$ cat config.mk
export PLATFORM = sky130hd
export DESIGN_NAME = spi_flash_arbiter
export DESIGN_NICKNAME = d
export VERILOG_FILES = /design/src/rtl/spi_flash_pkg.sv /design/src/rtl/spi_shift_engine.sv /design/src/rtl/spi_flash_arbiter.sv
export SDC_FILE = /design/constraint.sdc
export NUM_CORES = 1
export LEC_CHECK = 0
export BUFFER_PORTS_ARGS = -buffer_cell sky130_fd_sc_hd__buf_2
export CORE_MARGIN = 2
export CORE_UTILIZATION = 50
export CTS_CLUSTER_SIZE = 8
export DETAILED_ROUTE_END_ITERATION = 8
export HOLD_SLACK_MARGIN = 0.02
export PLACE_DENSITY = 0.87
export SKIP_CTS_REPAIR_TIMING = 1
export SLEW_MARGIN = 20
export SYNTH_ARGS = -nofsm -noshare
export SYNTH_HDL_FRONTEND = slang
export SYNTH_HIERARCHICAL = 1
export SYNTH_SLANG_ARGS = --single-unit
$ cat constraint.sdc
create_clock -name clk -period 2 [get_ports clk]
set_input_delay 0.3 -clock clk [delete_from_list [all_inputs] [get_ports clk]]
set_output_delay 0.3 -clock clk [all_outputs]
set_load 0.05 [all_outputs]
$ cat src/rtl/spi_flash_pkg.sv
// spi_flash_pkg: shared state encoding and flash constants for the SPI flash arbiter.
package spi_flash_pkg;
  typedef enum logic [2:0] {IDLE, CMD, ADDR, DATA, GAP} state_t;
  localparam logic [7:0] CMD_READ = 8'h03;
  localparam int FLASH_ADDR_W = 24;
endpackage

$ cat src/rtl/spi_shift_engine.sv
// spi_shift_engine: SCK divider plus a 32-bit MSB-first transmit shifter and an 8-bit receive shifter.
module spi_shift_engine #(
  parameter int CLK_DIV = 2
) (
  input  logic        clk,
  input  logic        reset,
  input  logic        load,
  input  logic        shift_en,
  input  logic [31:0] load_data,
  input  logic        spi_so,
  output logic        data_clk,
  output logic        spi_si,
  output logic        bit_done,
  output logic        byte_done,
  output logic        fall,
  output logic [7:0]  rx_byte
);
  localparam int DW = CLK_DIV > 1 ? $clog2(CLK_DIV) : 1;
  logic [DW-1:0] div_q, div_d;
  logic          sck_q, sck_d, bit_done_q, bit_done_d, byte_done_q, byte_done_d;
  logic [31:0]   sr_q, sr_d;
  logic [7:0]    rx_q, rx_d;
  logic [2:0]    bcnt_q, bcnt_d;
  logic          tick, rise;
  assign tick = shift_en && div_q == DW'(CLK_DIV - 1);
  assign rise = tick && !sck_q;
  assign fall = tick && sck_q;
  // MISO is captured on the same clk edge that raises SCK; MOSI advances with each falling edge
  always_comb begin
    div_d       = (load || !shift_en || tick) ? '0 : div_q + DW'(1);
    sck_d       = (load || !shift_en) ? 1'b0 : tick ? !sck_q : sck_q;
    sr_d        = load ? load_data : fall ? {sr_q[30:0], 1'b0} : sr_q;
    rx_d        = rise ? {rx_q[6:0], spi_so} : rx_q;
    bcnt_d      = load ? 3'd0 : rise ? bcnt_q + 3'd1 : bcnt_q;
    bit_done_d  = rise;
    byte_done_d = rise && bcnt_q == 3'd7;
  end
  always_ff @(posedge clk or negedge reset)
    if (!reset) begin
      div_q       <= '0;
      sck_q       <= 1'b0;
      sr_q        <= '0;
      rx_q        <= '0;
      bcnt_q      <= '0;
      bit_done_q  <= 1'b0;
      byte_done_q <= 1'b0;
    end else begin
      div_q       <= div_d;
      sck_q       <= sck_d;
      sr_q        <= sr_d;
      rx_q        <= rx_d;
      bcnt_q      <= bcnt_d;
      bit_done_q  <= bit_done_d;
      byte_done_q <= byte_done_d;
    end
  assign data_clk  = sck_q;
  assign spi_si    = sr_q[31];
  assign bit_done  = bit_done_q;
  assign byte_done = byte_done_q;
  assign rx_byte   = rx_q;
endmodule

$ cat src/rtl/spi_flash_arbiter.sv
// spi_flash_arbiter: round-robin sharing of a read-only SPI flash between boot loader (port 0)
// and disk streamer (port 1); each grant runs one 0x03 read of N bytes.
module spi_flash_arbiter
  import spi_flash_pkg::*;
#(
  parameter int CLK_DIV = 2,
  parameter int CS_GAP  = 4
) (
  input  logic                    clk,
  input  logic                    reset,
  input  logic [1:0]              req,
  input  logic [FLASH_ADDR_W-1:0] addr0,
  input  logic [FLASH_ADDR_W-1:0] addr1,
  input  logic [7:0]              len0,
  input  logic [7:0]              len1,
  output logic [1:0]              gnt,
  output logic                    rd_valid,
  output logic [7:0]              rd_data,
  output logic [1:0]              done,
  output logic                    chip_select,
  output logic                    data_clk,
  output logic                    spi_si,
  input  logic                    spi_so
);
  localparam int GW = $clog2(CS_GAP + 1);
  state_t        state_q, state_d;
  logic          owner_q, owner_d, last_owner_q, last_owner_d, cs_q, cs_d;
  logic          rd_valid_q, rd_valid_d, pick, load, shift_en;
  logic          bit_done, byte_done, fall;
  logic [8:0]    byte_cnt_q, byte_cnt_d;
  logic [5:0]    bit_cnt_q, bit_cnt_d;
  logic [GW-1:0] gap_cnt_q, gap_cnt_d;
  logic [1:0]    gnt_q, gnt_d, done_q, done_d;
  logic [7:0]    rd_data_q, rd_data_d, rx_byte, len_sel;
  logic [31:0]   load_data;
  assign pick      = &req ? !last_owner_q : req[1];
  assign len_sel   = pick ? len1 : len0;
  assign load_data = {CMD_READ, pick ? addr1 : addr0};
  assign shift_en  = state_q inside {CMD, ADDR, DATA};
  always_comb begin
    state_d      = state_q;
    owner_d      = owner_q;
    last_owner_d = last_owner_q;
    byte_cnt_d   = byte_cnt_q;
    bit_cnt_d    = bit_done ? bit_cnt_q + 6'd1 : bit_cnt_q;
    gap_cnt_d    = gap_cnt_q;
    gnt_d        = gnt_q;
    done_d       = 2'b00;
    cs_d         = cs_q;
    rd_valid_d   = 1'b0;
    rd_data_d    = rd_data_q;
    load         = 1'b0;
    case (state_q)
      IDLE: if (|req) begin
        state_d      = CMD;
        owner_d      = pick;
        last_owner_d = pick;
        byte_cnt_d   = {len_sel == 8'd0, len_sel};
        bit_cnt_d    = '0;
        gnt_d        = pick ? 2'b10 : 2'b01;
        cs_d         = 1'b0;
        load         = 1'b1;
      end
      CMD:  if (bit_done && bit_cnt_q == 6'd7) state_d = ADDR;
      ADDR: if (bit_done && bit_cnt_q == 6'd31) state_d = DATA;
      DATA: begin
        if (byte_done) begin
          byte_cnt_d = byte_cnt_q - 9'd1;
          rd_valid_d = 1'b1;
          rd_data_d  = rx_byte;
        end
        // leave on the falling SCK edge that follows the last sampled bit
        if (byte_cnt_d == 9'd0 && fall) begin
          state_d   = GAP;
          cs_d      = 1'b1;
          done_d    = owner_q ? 2'b10 : 2'b01;
          gap_cnt_d = GW'(CS_GAP - 1);
        end
      end
      GAP: begin
        gnt_d = 2'b00;
        if (gap_cnt_q == '0) state_d = IDLE;
        else gap_cnt_d = gap_cnt_q - GW'(1);
      end
      default: state_d = IDLE;
    endcase
  end
  always_ff @(posedge clk or negedge reset)
    if (!reset) begin
      state_q      <= IDLE;
      owner_q      <= 1'b0;
      last_owner_q <= 1'b1;
      byte_cnt_q   <= '0;
      bit_cnt_q    <= '0;
      gap_cnt_q    <= '0;
      gnt_q        <= 2'b00;
      done_q       <= 2'b00;
      cs_q         <= 1'b1;
      rd_valid_q   <= 1'b0;
      rd_data_q    <= '0;
    end else begin
      state_q      <= state_d;
      owner_q      <= owner_d;
      last_owner_q <= last_owner_d;
      byte_cnt_q   <= byte_cnt_d;
      bit_cnt_q    <= bit_cnt_d;
      gap_cnt_q    <= gap_cnt_d;
      gnt_q        <= gnt_d;
      done_q       <= done_d;
      cs_q         <= cs_d;
      rd_valid_q   <= rd_valid_d;
      rd_data_q    <= rd_data_d;
    end
  spi_shift_engine #(.CLK_DIV(CLK_DIV)) u_eng (
    .clk(clk), .reset(reset), .load(load), .shift_en(shift_en), .load_data(load_data),
    .spi_so(spi_so), .data_clk(data_clk), .spi_si(spi_si), .bit_done(bit_done),
    .byte_done(byte_done), .fall(fall), .rx_byte(rx_byte)
  );
  assign gnt         = gnt_q;
  assign done        = done_q;
  assign chip_select = cs_q;
  assign rd_valid    = rd_valid_q;
  assign rd_data     = rd_data_q;
endmodule

; ---- Word-level counts from Yosys, hierarchy flattened
; Cells that the tools add are included.
[op_classes]
eq_ne = 13
muxes = 39
n_reduce_logical = 32
n_addsub = 5
[ops]
columns = operator, n
row1 = $mux W32, 2
row2 = $mux W3, 9
row3 = $mux W9, 3
row4 = $mux W24, 1
row5 = $mux W6, 3
row6 = $pmux W9 S2, 1
row7 = $pmux W3 S5, 1
row8 = $reduce_bool A2 Y1, 6
row9 = $mux W1, 10
row10 = $mux W2, 5
row11 = $reduce_and A2 Y1, 5
row12 = $logic_not A9 Y1, 1
row13 = $sub A9 B1 Y9 const B, 1
row14 = $logic_not A8 Y1, 1
row15 = $mux W8, 1
row16 = $logic_and A1 B1 Y1, 7
row17 = $add A6 B1 Y6 const B, 1
row18 = $eq A3 B2 Y1 const B, 2
row19 = $eq A3 B3 Y1 const B, 2
row20 = $eq A6 B3 Y1 const B, 1
row21 = $eq A6 B5 Y1 const B, 1
row22 = $logic_not A3 Y1, 2
row23 = $ne A2 B1 Y1 const B, 3
row24 = $ne A2 B2 Y1 const B, 3
row25 = other kinds (13), 17
[totals]
wordCells = 107
input_bits = 69
out_inout_bits = 16
reg_bits = 84

; ---- Longest topological paths before layout
; Gate-level depths: netlist (run 1).
[depth]
depth_word = 7
depth_mapped = 11
depth_no_buf = 8

; ---- By module
; Netlist (run 1), hierarchy kept.
[modules_own_cells]
columns = mod, n_inst, seq_area_each_um2, area_per_inst_um2, cells_per_inst
row1 = spi_flash_arbiter, 1, 928.4, 2359.8, 238
row2 = spi_shift_engine, 1, 1176.1, 2112.0, 213

; ---- Least setup slack after synthesis (run 1)
; No wires, ideal clock.
[synth_path]
path_kind = reg2reg
from = register state_q[1]
to = register done_q[0], in the netlist done[0]
path_stages_with_launch = 12
path_buffers = 3
setup_ns = 0.069
t_arrival_ns = 2.098
required_ns = 1.931
period_less_slack_ns = 2.166
setup_slack_ns = -0.166
path_cell_list = dfrtp_1 buf_4 nor2_1 nor2_1 nand3_2 inv_2 buf_2 and2b_1 nand4_1 or4_1 buf_6 nor2_2
[synth_between]
elab_chain_len = 7
elab_cells_between_ends = 9
cone_classes = eq/ne: 3 / mux: 2 / reduce/logical: 4
[synth_lines]
columns = item, line
row1 = start: declaration, spi_flash_arbiter.sv:26  ; state_t state_q, state_d;
row2 = start signal: assignment, spi_flash_arbiter.sv:102  ; state_q <= state_d;
row3 = $eq A3 B1 Y1 or $eq A3 B2 Y1 (tied branches), spi_flash_arbiter.sv:39  ; assign shift_en = state_q inside {CMD, ADDR, DATA};
row4 = $reduce_bool A3 Y1 *, spi_flash_arbiter.sv:39
row5 = named net shift_en, spi_flash_arbiter.sv:28  ; logic rd_valid_q, rd_valid_d, pick, load, shift_en;
row6 = $logic_and A1 B1 Y1 *, spi_shift_engine.sv:25  ; assign tick = shift_en && div_q == DW'(CLK_DIV - 1);
row7 = $logic_and A1 B1 Y1 *, spi_shift_engine.sv:27  ; assign fall = tick && sck_q;
row8 = named net fall, spi_flash_arbiter.sv:29  ; logic bit_done, byte_done, fall;
row9 = $logic_and A1 B1 Y1 *, spi_flash_arbiter.sv:73  ; if (byte_cnt_d == 9'd0 && fall) begin
row10 = $mux W2 *, spi_flash_arbiter.sv:73
row11 = $mux W2 *, spi_flash_arbiter.sv:53  ; case (state_q)
row12 = named net done_d[0], spi_flash_arbiter.sv:33  ; logic [1:0] gnt_q, gnt_d, done_q, done_d;
row13 = end signal: assignment, spi_flash_arbiter.sv:109  ; done_q <= done_d;
row14 = end: declaration, spi_flash_arbiter.sv:33
; Mark *: on every way through the listed nets, which the timed path passes. The rest lies on a longest branch.
; A chain may end at the register's enable or synchronous reset.

; ---- Final worst setup path (run 1)
[layout_path]
from = register byte_cnt_q[3]
to = register done_q[0], in the netlist done[0]
[layout_between]
elab_chain_len = 7
[layout_lines]
columns = item, line
row1 = start: declaration, spi_flash_arbiter.sv:30  ; logic [8:0] byte_cnt_q, byte_cnt_d;
row2 = start signal: assignment, spi_flash_arbiter.sv:105  ; byte_cnt_q <= byte_cnt_d;
row3 = $sub A9 B1 Y9, spi_flash_arbiter.sv:68  ; byte_cnt_d = byte_cnt_q - 9'd1;
row4 = $mux W9 *, spi_flash_arbiter.sv:67  ; if (byte_done) begin
row5 = $mux W9 *, spi_flash_arbiter.sv:53
row6 = $logic_not A9 Y1 *, spi_flash_arbiter.sv:73
row7 = $logic_and A1 B1 Y1 *, spi_flash_arbiter.sv:73
row8 = $mux W2 *, spi_flash_arbiter.sv:73
row9 = $mux W2 *, spi_flash_arbiter.sv:53
row10 = named net done_d[0], spi_flash_arbiter.sv:33
; Mark *: on every way through the listed nets, which the timed path passes. The rest lies on a longest branch. The select of a mux whose other input is x is not followed.

==> out/metrics.csv, run 1 <==
stage,metric,value,unit
clocking,clock_transition_time_at_the_flip_flop_clock_pins_of_the_worst_setup_and_hold_paths,0.10,ns
clocking,tritoncts,built,
critical_path,worst_setup_path_class,flip-flop to flip-flop,
synth,postSynth.asyncResetShare,1.00,
sta,slew_headroom,0.651,
clocking,cts_made_buffers,9,
sta,final.setup_skew,0.0131,ns
synth,yosysSeqAreaShare,0.471,
sta,finalMaxSlewViolations,0,
final_layout,final_cell_mix,"sky130_fd_sc_hd__buf_2, sky130_fd_sc_hd__dfrtp_1, sky130_fd_sc_hd__a21oi_1",
critical_path,cp_data_required_time,2.28,ns
floorplanning,io_pins,85,
clocking,htreeDepth,3,
synth,ys_ff_latch,84,
placed_design,gp_routability_congestion,0.950,
detailed_routing,dr.first_iter.drc_count,131,
detailed_routing,firstDrtPassIters,4,
synth,synth.distinct_cells,58,
synth,post_synth_inst_count,451,
floorplanning,dieHeight,98.6,µm
sta,rsz_0062_raised_after_global_routing,true,
final_layout,synthToLayoutAreaGrowth,20.1,%
critical_path,critPathMaxFanout,6,
floorplanning,initial_core_utilization,0.515,
hold_path,min_to,u_eng/rx_byte[0],
placed_design,io_buffers,84,
global_routing,grt-ovfl-total,0,
pwr,power_leakage,2.55,nW
synth,post_synth_xor_area_fraction,0.0215,
synth,synth_cell_area,0.00447,mm²
detailed_routing,wirelength,9590,µm
placed_design,dp_hpwl,6830,µm
floorplanning,fp.dieW,98.6,µm
global_routing,wire_length_of_the_first_global_routing_pass,16200,µm
sta,worst_hold_slack,0.182,ns
sta,timing.final.crit_share,0.973,
synth,synth_flop_cell,sky130_fd_sc_hd__dfrtp_1,
detailed_routing,post_drt_wl_per_cell,14.5,µm
final_layout,final_nets,625,
final_layout,most_common_cell_after_layout_fill_and_taps_aside,sky130_fd_sc_hd__buf_2,
clocking,cts.root.buffer_cell,sky130_fd_sc_hd__clkbuf_8,
global_routing,antenna_found_initial,0,
synth,synth.avg_cell_area,9.92,µm²
clocking,ctsLongestPathBuffers,2,
run_status,outcome,finished clean,
detailed_routing,viasPerCell,5.46,
floorplanning,fp-row-count,34,
global_routing,globalRouteTotalUtil,0.203,
sta,maxClockFrequency,514,MHz
sta,worst_slew_pin_slew,0.523,ns
global_routing,first_global_vias,3496,
synth,synth_top_family_by_area,simple AND/OR/NAND/NOR gates,
sta,layout_min_cycle_time,1.95,ns
final_layout,postLayoutCoreUtil,0.619,
hold_path,worstHoldPathCells,2,
global_routing,grt_max_degree,47,
critical_path,worst-r2r-setup-slack,0.05,ns
synth,arithmetic_cell_share_of_the_synthesized_area_counting_full_adders_half_adders_and_majority_gates,0.0168,
detailed_routing,drtAntennaViolNets,0,
pwr,vdd_ir_drop_max,0.301,mV
hold_path,hold_path_startpoint,spi_so,
detailed_routing,via_count,3622,
final_layout,drive_above_1_share,0.324,
clocking,worstSkewPairLatency,0.35,ns
floorplanning,coreArea,0.00868,mm²
synth,post_synth_mux_area_share,0.130,
floorplanning,fp.dieArea,0.00972,mm²
hold_path,hold_path_class,input pin to flip-flop,
synth,synth-simple-area-share,0.176,
synth,number_of_enable_type_register_cells_in_the_synthesized_netlist,0,
clocking,clock_sink_count,84,
final_layout,layout_fillers,704,
sta,hold_violations,0,
critical_path,cp_data_arrival_time,2.23,ns
pwr,power-per-cell-area,585,mW/mm²
synth,synth_compound_area_frac,0.140,
critical_path,critical_path.reg2reg.startpoint,byte_cnt_q[3],
sta,finalSetupViolCount,0,
critical_path,worst-r2r-cell-count,5,
critical_path,regToRegEndpoint,done[0],
critical_path,cp-start-kind,flip-flop,
job,drv.max_cap_violation_count,0,
synth,yosys_warnings,6,
critical_path,crit_path_end_kind,flip-flop,
detailed_routing,drt_drc_violations_left,0,
final_layout,antennaDiodeCount,0,
==> logic make-up after synthesis <==
| group | after synthesis |
|---|---|
| flops | 84 |
| other cells | 2 |
| fa+ha+maj | 6 |
| simple gates | 148 |
| buf+inv | 38 |
| compound gates | 111 |
| mux | 51 |
| xor+xnor | 11 |
==> layer usage <==
metal	vias to the layer above	wire (µm)	global-route usage
met2	98	4750	0.340
met3	17	441	0.0340
li1	1756	-	-
met1	1751	4220	0.270
met5	-	0	0
met4	0	179	0.0738
==> worst max-delay path: stages, from the launching register on <==
cell,delay (ns)
sky130_fd_sc_hd__dfrtp_1,0.38
sky130_fd_sc_hd__or4_1,0.60
sky130_fd_sc_hd__nor3_4,0.18
sky130_fd_sc_hd__xor2_1,0.12
sky130_fd_sc_hd__or4_4,0.49
sky130_fd_sc_hd__nor2_2,0.10
==> metrics by stage <==
step / total power [mW] / instance area (µm²) / instances / setup TNS (ns) / setup slack [ns]
2_1_floorplan: 1.83 / 4520 / 457 / -0.0258 / -0.0150
3_3_place_gp: 1.95 / 5150 / 645 / -0.0124 / -0.00945
3_5_place_dp: 1.96 / 5150 / 645 / -0.359 / -0.0730
4_1_cts: 3.17 / 5350 / 661 / -0.495 / -0.101
5_1_grt: 3.28 / 5370 / 663 / -0.0942 / -0.0335
6_report: 3.14 / 5370 / 663 / 0 / 0.0540
==> cell type report <==
type	instances	area, µm²	share of cell area
clock inverters	7	72.6	0.0135
repair buffers	111	678	0.126
well taps	108	135	0.0252
clock buffers	9	124	0.0231
multi-input cells	335	2220	0.413
flip-flops and latches	84	2110	0.392
inverters	9	33.8	0.00629
==> report_power, final <==
group	switching [mW]	total, mW	leakage (nW)	internal, mW
Combinational	0.0985	0.212	1.50	0.114
Sequential	0.00613	1.71	0.962	1.71
Clock	0.635	1.22	0.0960	0.581
Total	0.740	3.14	2.55	2.40
==> synth_stat cells, types with 3 or more instances <==
master / count / area share
sky130_fd_sc_hd__dfrtp_1: 82 / 0.46
sky130_fd_sc_hd__a21oi_1: 71 / 0.079
sky130_fd_sc_hd__nand2_1: 51 / 0.043
sky130_fd_sc_hd__mux2_2: 33 / 0.083
sky130_fd_sc_hd__nor2b_1: 32 / 0.045
sky130_fd_sc_hd__nor2_1: 25 / 0.021
sky130_fd_sc_hd__o21ai_0: 17 / 0.019
sky130_fd_sc_hd__clkbuf_1: 11 / 0.0092
sky130_fd_sc_hd__mux2i_1: 11 / 0.025
sky130_fd_sc_hd__buf_2: 8 / 0.0090
sky130_fd_sc_hd__inv_1: 7 / 0.0059
sky130_fd_sc_hd__ha_1: 6 / 0.017
sky130_fd_sc_hd__or3_1: 6 / 0.0084
sky130_fd_sc_hd__xor2_1: 6 / 0.012
sky130_fd_sc_hd__mux2_4: 5 / 0.017
sky130_fd_sc_hd__nor3_1: 5 / 0.0056
sky130_fd_sc_hd__xnor2_1: 5 / 0.0098
sky130_fd_sc_hd__a31oi_1: 4 / 0.0056
sky130_fd_sc_hd__buf_4: 4 / 0.0067
sky130_fd_sc_hd__buf_6: 4 / 0.010
sky130_fd_sc_hd__nand4_1: 4 / 0.0056
sky130_fd_sc_hd__nand2b_1: 3 / 0.0042
sky130_fd_sc_hd__o221ai_1: 3 / 0.0059
sky130_fd_sc_hd__or4_1: 3 / 0.0050
==> state kept, by name (all words and copies together) (netlist names), 2 cells and up <==
| register | cells |
|---|---|
| gap_cnt_q | 3 |
| u_eng/bcnt_q | 3 |
| u_eng/sr_q | 32 |
| state_q | 3 |
| done | 2 |
| rd_data | 8 |
| gnt | 2 |
| byte_cnt_q | 9 |
| bit_cnt_q | 6 |
| u_eng/rx_byte | 8 |
==> worst max-delay path by stage <==
stage               slack [ns]       to     startpoint
floorplan                -0.01  done[0]     state_q[1]
global placement        -0.009  done[0]  byte_cnt_q[1]
detailed placement       -0.07  done[0]  byte_cnt_q[1]
CTS                      -0.10  done[0]  byte_cnt_q[0]
global route             -0.03  done[0]  byte_cnt_q[0]
finish                    0.05  done[0]  byte_cnt_q[3]
No activity file was read; power rests on OpenSTA's default activity.
==> run 2: changes to the inputs <==
- ABC_AREA: not set -> 1
- CORE_UTILIZATION: 50 -> 51
- PLACE_DENSITY: 0.87 -> 0.88
- SETUP_SLACK_MARGIN: not set -> 0.4
==> run 2 against run 1 <==
Net effect: global-route usage increased by 3.6 points; count of clock-buffer cells in the layout increased by 2; register-to-register slack barely moved; via count is 38% higher; non-clock buffer count up 13; clock skew up 0.0044 ns; combinational power rose to 4.0 times the previous value; clock power is 12% higher; first-iteration DRC count rose to 3.4 times the previous value; synthesized cell count increased by 44%; critical path depth is 6 higher; largest cell class unchanged; critical endpoint is now state_q[1]; largest power group unchanged.
==> out/metrics.csv, run 2 <==
stage,metric,value,unit
detailed_routing,drtAntennaViolNets,0,
synth,synth.avg_cell_area,7.07,µm²
synth,post_synth_inst_count,650,
sta,finalSetupViolCount,0,
clocking,htreeDepth,3,
floorplanning,coreArea,0.00872,mm²
floorplanning,fp.dieW,98.9,µm
hold_path,hold_path_startpoint,spi_so,
floorplanning,initial_core_utilization,0.527,
critical_path,cp-start-kind,flip-flop,
clocking,cts.root.buffer_cell,sky130_fd_sc_hd__clkbuf_8,
placed_design,pre_cts_ws,0.0965,ns
critical_path,cp_data_arrival_time,2.21,ns
detailed_routing,dr.first_iter.drc_count,449,
placed_design,io_buffers,84,
hold_path,hold_path_class,input pin to flip-flop,
sta,setup_tns,0,ns
placed_design,dp_hpwl,7670,µm
critical_path,critPathLaunch,state_q[1],
sta,timing.final.crit_share,0.969,
clocking,clock_transition_time_at_the_flip_flop_clock_pins_of_the_worst_setup_and_hold_paths,0.10,ns
final_layout,antennaDiodeCount,0,
global_routing,wire_length_of_the_first_global_routing_pass,19200,µm
sta,finalMaxSlewViolations,0,
synth,synth_common_cells,"sky130_fd_sc_hd__nand2_1, sky130_fd_sc_hd__dfrtp_1, sky130_fd_sc_hd__nand3_1",
detailed_routing,drt_drc_violations_left,0,
final_layout,multi_input_area,0.00251,mm²
sta,rsz_0062_raised_after_global_routing,true,
floorplanning,dieHeight,98.9,µm
synth,synth_cell_area,0.00460,mm²
synth,postSynth.asyncResetShare,1.00,
placed_design,dp_cells,834,
synth,yosysSeqAreaShare,0.458,
synth,synth_flop_cell,sky130_fd_sc_hd__dfrtp_1,
synth,ys_ff_latch,84,
critical_path,cp_data_required_time,2.28,ns
sta,fin_ws,0.0611,ns
clocking,ctsLongestPathBuffers,2,
job,drv.max_cap_violation_count,0,
detailed_routing,wirelength,15300,µm
sta,final.setup_skew,0.0175,ns
clocking,worstSkewPairLatency,0.39,ns
pwr,power-per-cell-area,655,mW/mm²
sta,maxClockFrequency,516,MHz
sta,layout_min_cycle_time,1.94,ns
final_layout,most_common_cell_after_layout_fill_and_taps_aside,sky130_fd_sc_hd__nand2_1,
run_status,outcome,finished clean,
global_routing,antenna_found_initial,0,
detailed_routing,via_count,5016,
final_layout,drive_above_1_share,0.315,
final_layout,largest_register_ff_count,32,
critical_path,critPathMaxFanout,5,
floorplanning,fp.dieArea,0.00979,mm²
final_layout,register_ranked_first_by_flip_flop_count,u_eng/sr_q,
clocking,cts_made_buffers,9,
sta,hold_violations,0,
global_routing,globalRouteTotalUtil,0.240,
final_layout,layout_fillers,571,
detailed_routing,viasPerCell,5.64,
detailed_routing,post_drt_wl_per_cell,17.2,µm
final_layout,seq_area,0.00211,mm²
pwr,power_leakage,3.44,nW
global_routing,grt-ovfl-total,0,
placed_design,gp_routability_congestion,0.894,
global_routing,first_global_vias,4430,
critical_path,crit_path_end_kind,flip-flop,
critical_path,worst_setup_path_class,flip-flop to flip-flop,
synth,synth_top_area_cell,sky130_fd_sc_hd__dfrtp_1,
final_layout,final_nets,851,
final_layout,largest_regs,"u_eng/sr_q (32), byte_cnt_q (9)",
synth,synthTopCellsByArea,"sky130_fd_sc_hd__dfrtp_1, sky130_fd_sc_hd__nand2_1, sky130_fd_sc_hd__nand3_1, sky130_fd_sc_hd__inv_1, sky130_fd_sc_hd__nor2_1",
final_layout,fin_cells,889,
floorplanning,fp-row-count,34,
final_layout,postLayoutCoreUtil,0.714,
synth,number_of_enable_type_register_cells_in_the_synthesized_netlist,0,
synth,yosys.cell_count.top_type,sky130_fd_sc_hd__nand2_1,
clocking,tritoncts,built,
pwr,vdd_ir_drop_max,0.356,mV
synth,netlist.area_leader.share,0.446,
synth,synth.distinct_cells,36,
final_layout,final_cell_mix,"sky130_fd_sc_hd__nand2_1, sky130_fd_sc_hd__buf_2, sky130_fd_sc_hd__dfrtp_1",
synth,yosys_warnings,6,
critical_path,critical_path.reg2reg.startpoint,state_q[1],
global_routing,grt_max_degree,72,
final_layout,synthToLayoutAreaGrowth,35.4,%
detailed_routing,firstDrtPassIters,7,
floorplanning,io_pins,85,
clocking,clock_sink_count,84,
run 2: changes by cell type in the layout (fill, tap and decap cells not counted), sizes merged, moves of 6 or more:
| cell | before | now |
|---|---|---|
| buf | 110 | 120 |
| nor2b | 32 | 0 |
| or3 | 6 | 0 |
| a21oi | 71 | 6 |
| nand3 | 3 | 55 |
| inv | 10 | 53 |
| mux2i | 11 | 0 |
| nand2 | 51 | 354 |
| mux2 | 40 | 0 |
run 2: cell type report:
type | count | area share
inverter | 46 | 0.0318
sequential | 84 | 0.339
clock buffer | 11 | 0.0243
multi-input combinational | 501 | 0.403
clock inverter | 5 | 0.0109
timing repair inverter | 10 | 0.0211
tap | 108 | 0.0217
timing repair buffer | 124 | 0.149
run 2: path summary, 6_finish.rpt:
check,to,slack (ns),depth (start not counted)
max in group asynchronous,u_eng/sr_q[5],1.03,3
max reg2reg,state_q[1],0.06,11
max,state_q[1],0.06,11
min,u_eng/rx_byte[0],0.11,3
min reg2reg,done[0],0.43,1
min in group asynchronous,state_q[1],0.33,2
run 2: logic make-up after synthesis:
family	after synthesis	share of synthesized area
AO/OA/AOI/OAI	32	0.0422
XOR/XNOR	3	0.00572
buffers and inverters	72	0.0667
adder cells (fa/ha/maj)	6	0.0163
other	2	0.00163
flip-flops	84	0.458
AND/OR/NAND/NOR	451	0.410
run 2: metal layers:
layer / part of all wire / wire length (µm) / up-vias / global-route usage
li1: - / - / 2280 / -
met3: 0.093 / 1420 / 75 / 0.0390
met2: 0.50 / 7620 / 351 / 0.420
met1: 0.36 / 5500 / 2310 / 0.289
met5: 0 / 0 / - / 0
met4: 0.047 / 716 / 0 / 0.109
run 2: report_power, final:
part / switching (mW) / internal, mW
Combinational: 0.507 / 0.331
Clock: 0.707 / 0.664
Sequential: 0.0768 / 1.79
Total: 1.29 / 2.79
run 2: worst max-delay path: stages, from the launching register on:
cell and delay, ns:
sky130_fd_sc_hd__dfrtp_2 0.46, sky130_fd_sc_hd__nor2_4 0.08, sky130_fd_sc_hd__nor2_4 0.19, sky130_fd_sc_hd__nand3_2 0.12, sky130_fd_sc_hd__inv_2 0.09, sky130_fd_sc_hd__nand3_2 0.08, sky130_fd_sc_hd__nor2_2 0.13, sky130_fd_sc_hd__nand3_2 0.10
sky130_fd_sc_hd__nor2_4 0.16, sky130_fd_sc_hd__nand3_2 0.09, sky130_fd_sc_hd__a21boi_0 0.24, sky130_fd_sc_hd__nand2_1 0.10
run 2: through the flow:
stage	hold slack [ns]	power [mW]	cell area (µm²)
2_1_floorplan	0.00441	2.29	4710
3_5_place_dp	0.198	2.48	5190
3_3_place_gp	0.194	2.45	5190
6_report	0.113	4.08	6230
5_1_grt	0.124	4.24	6230
4_1_cts	-0.194	3.79	5410
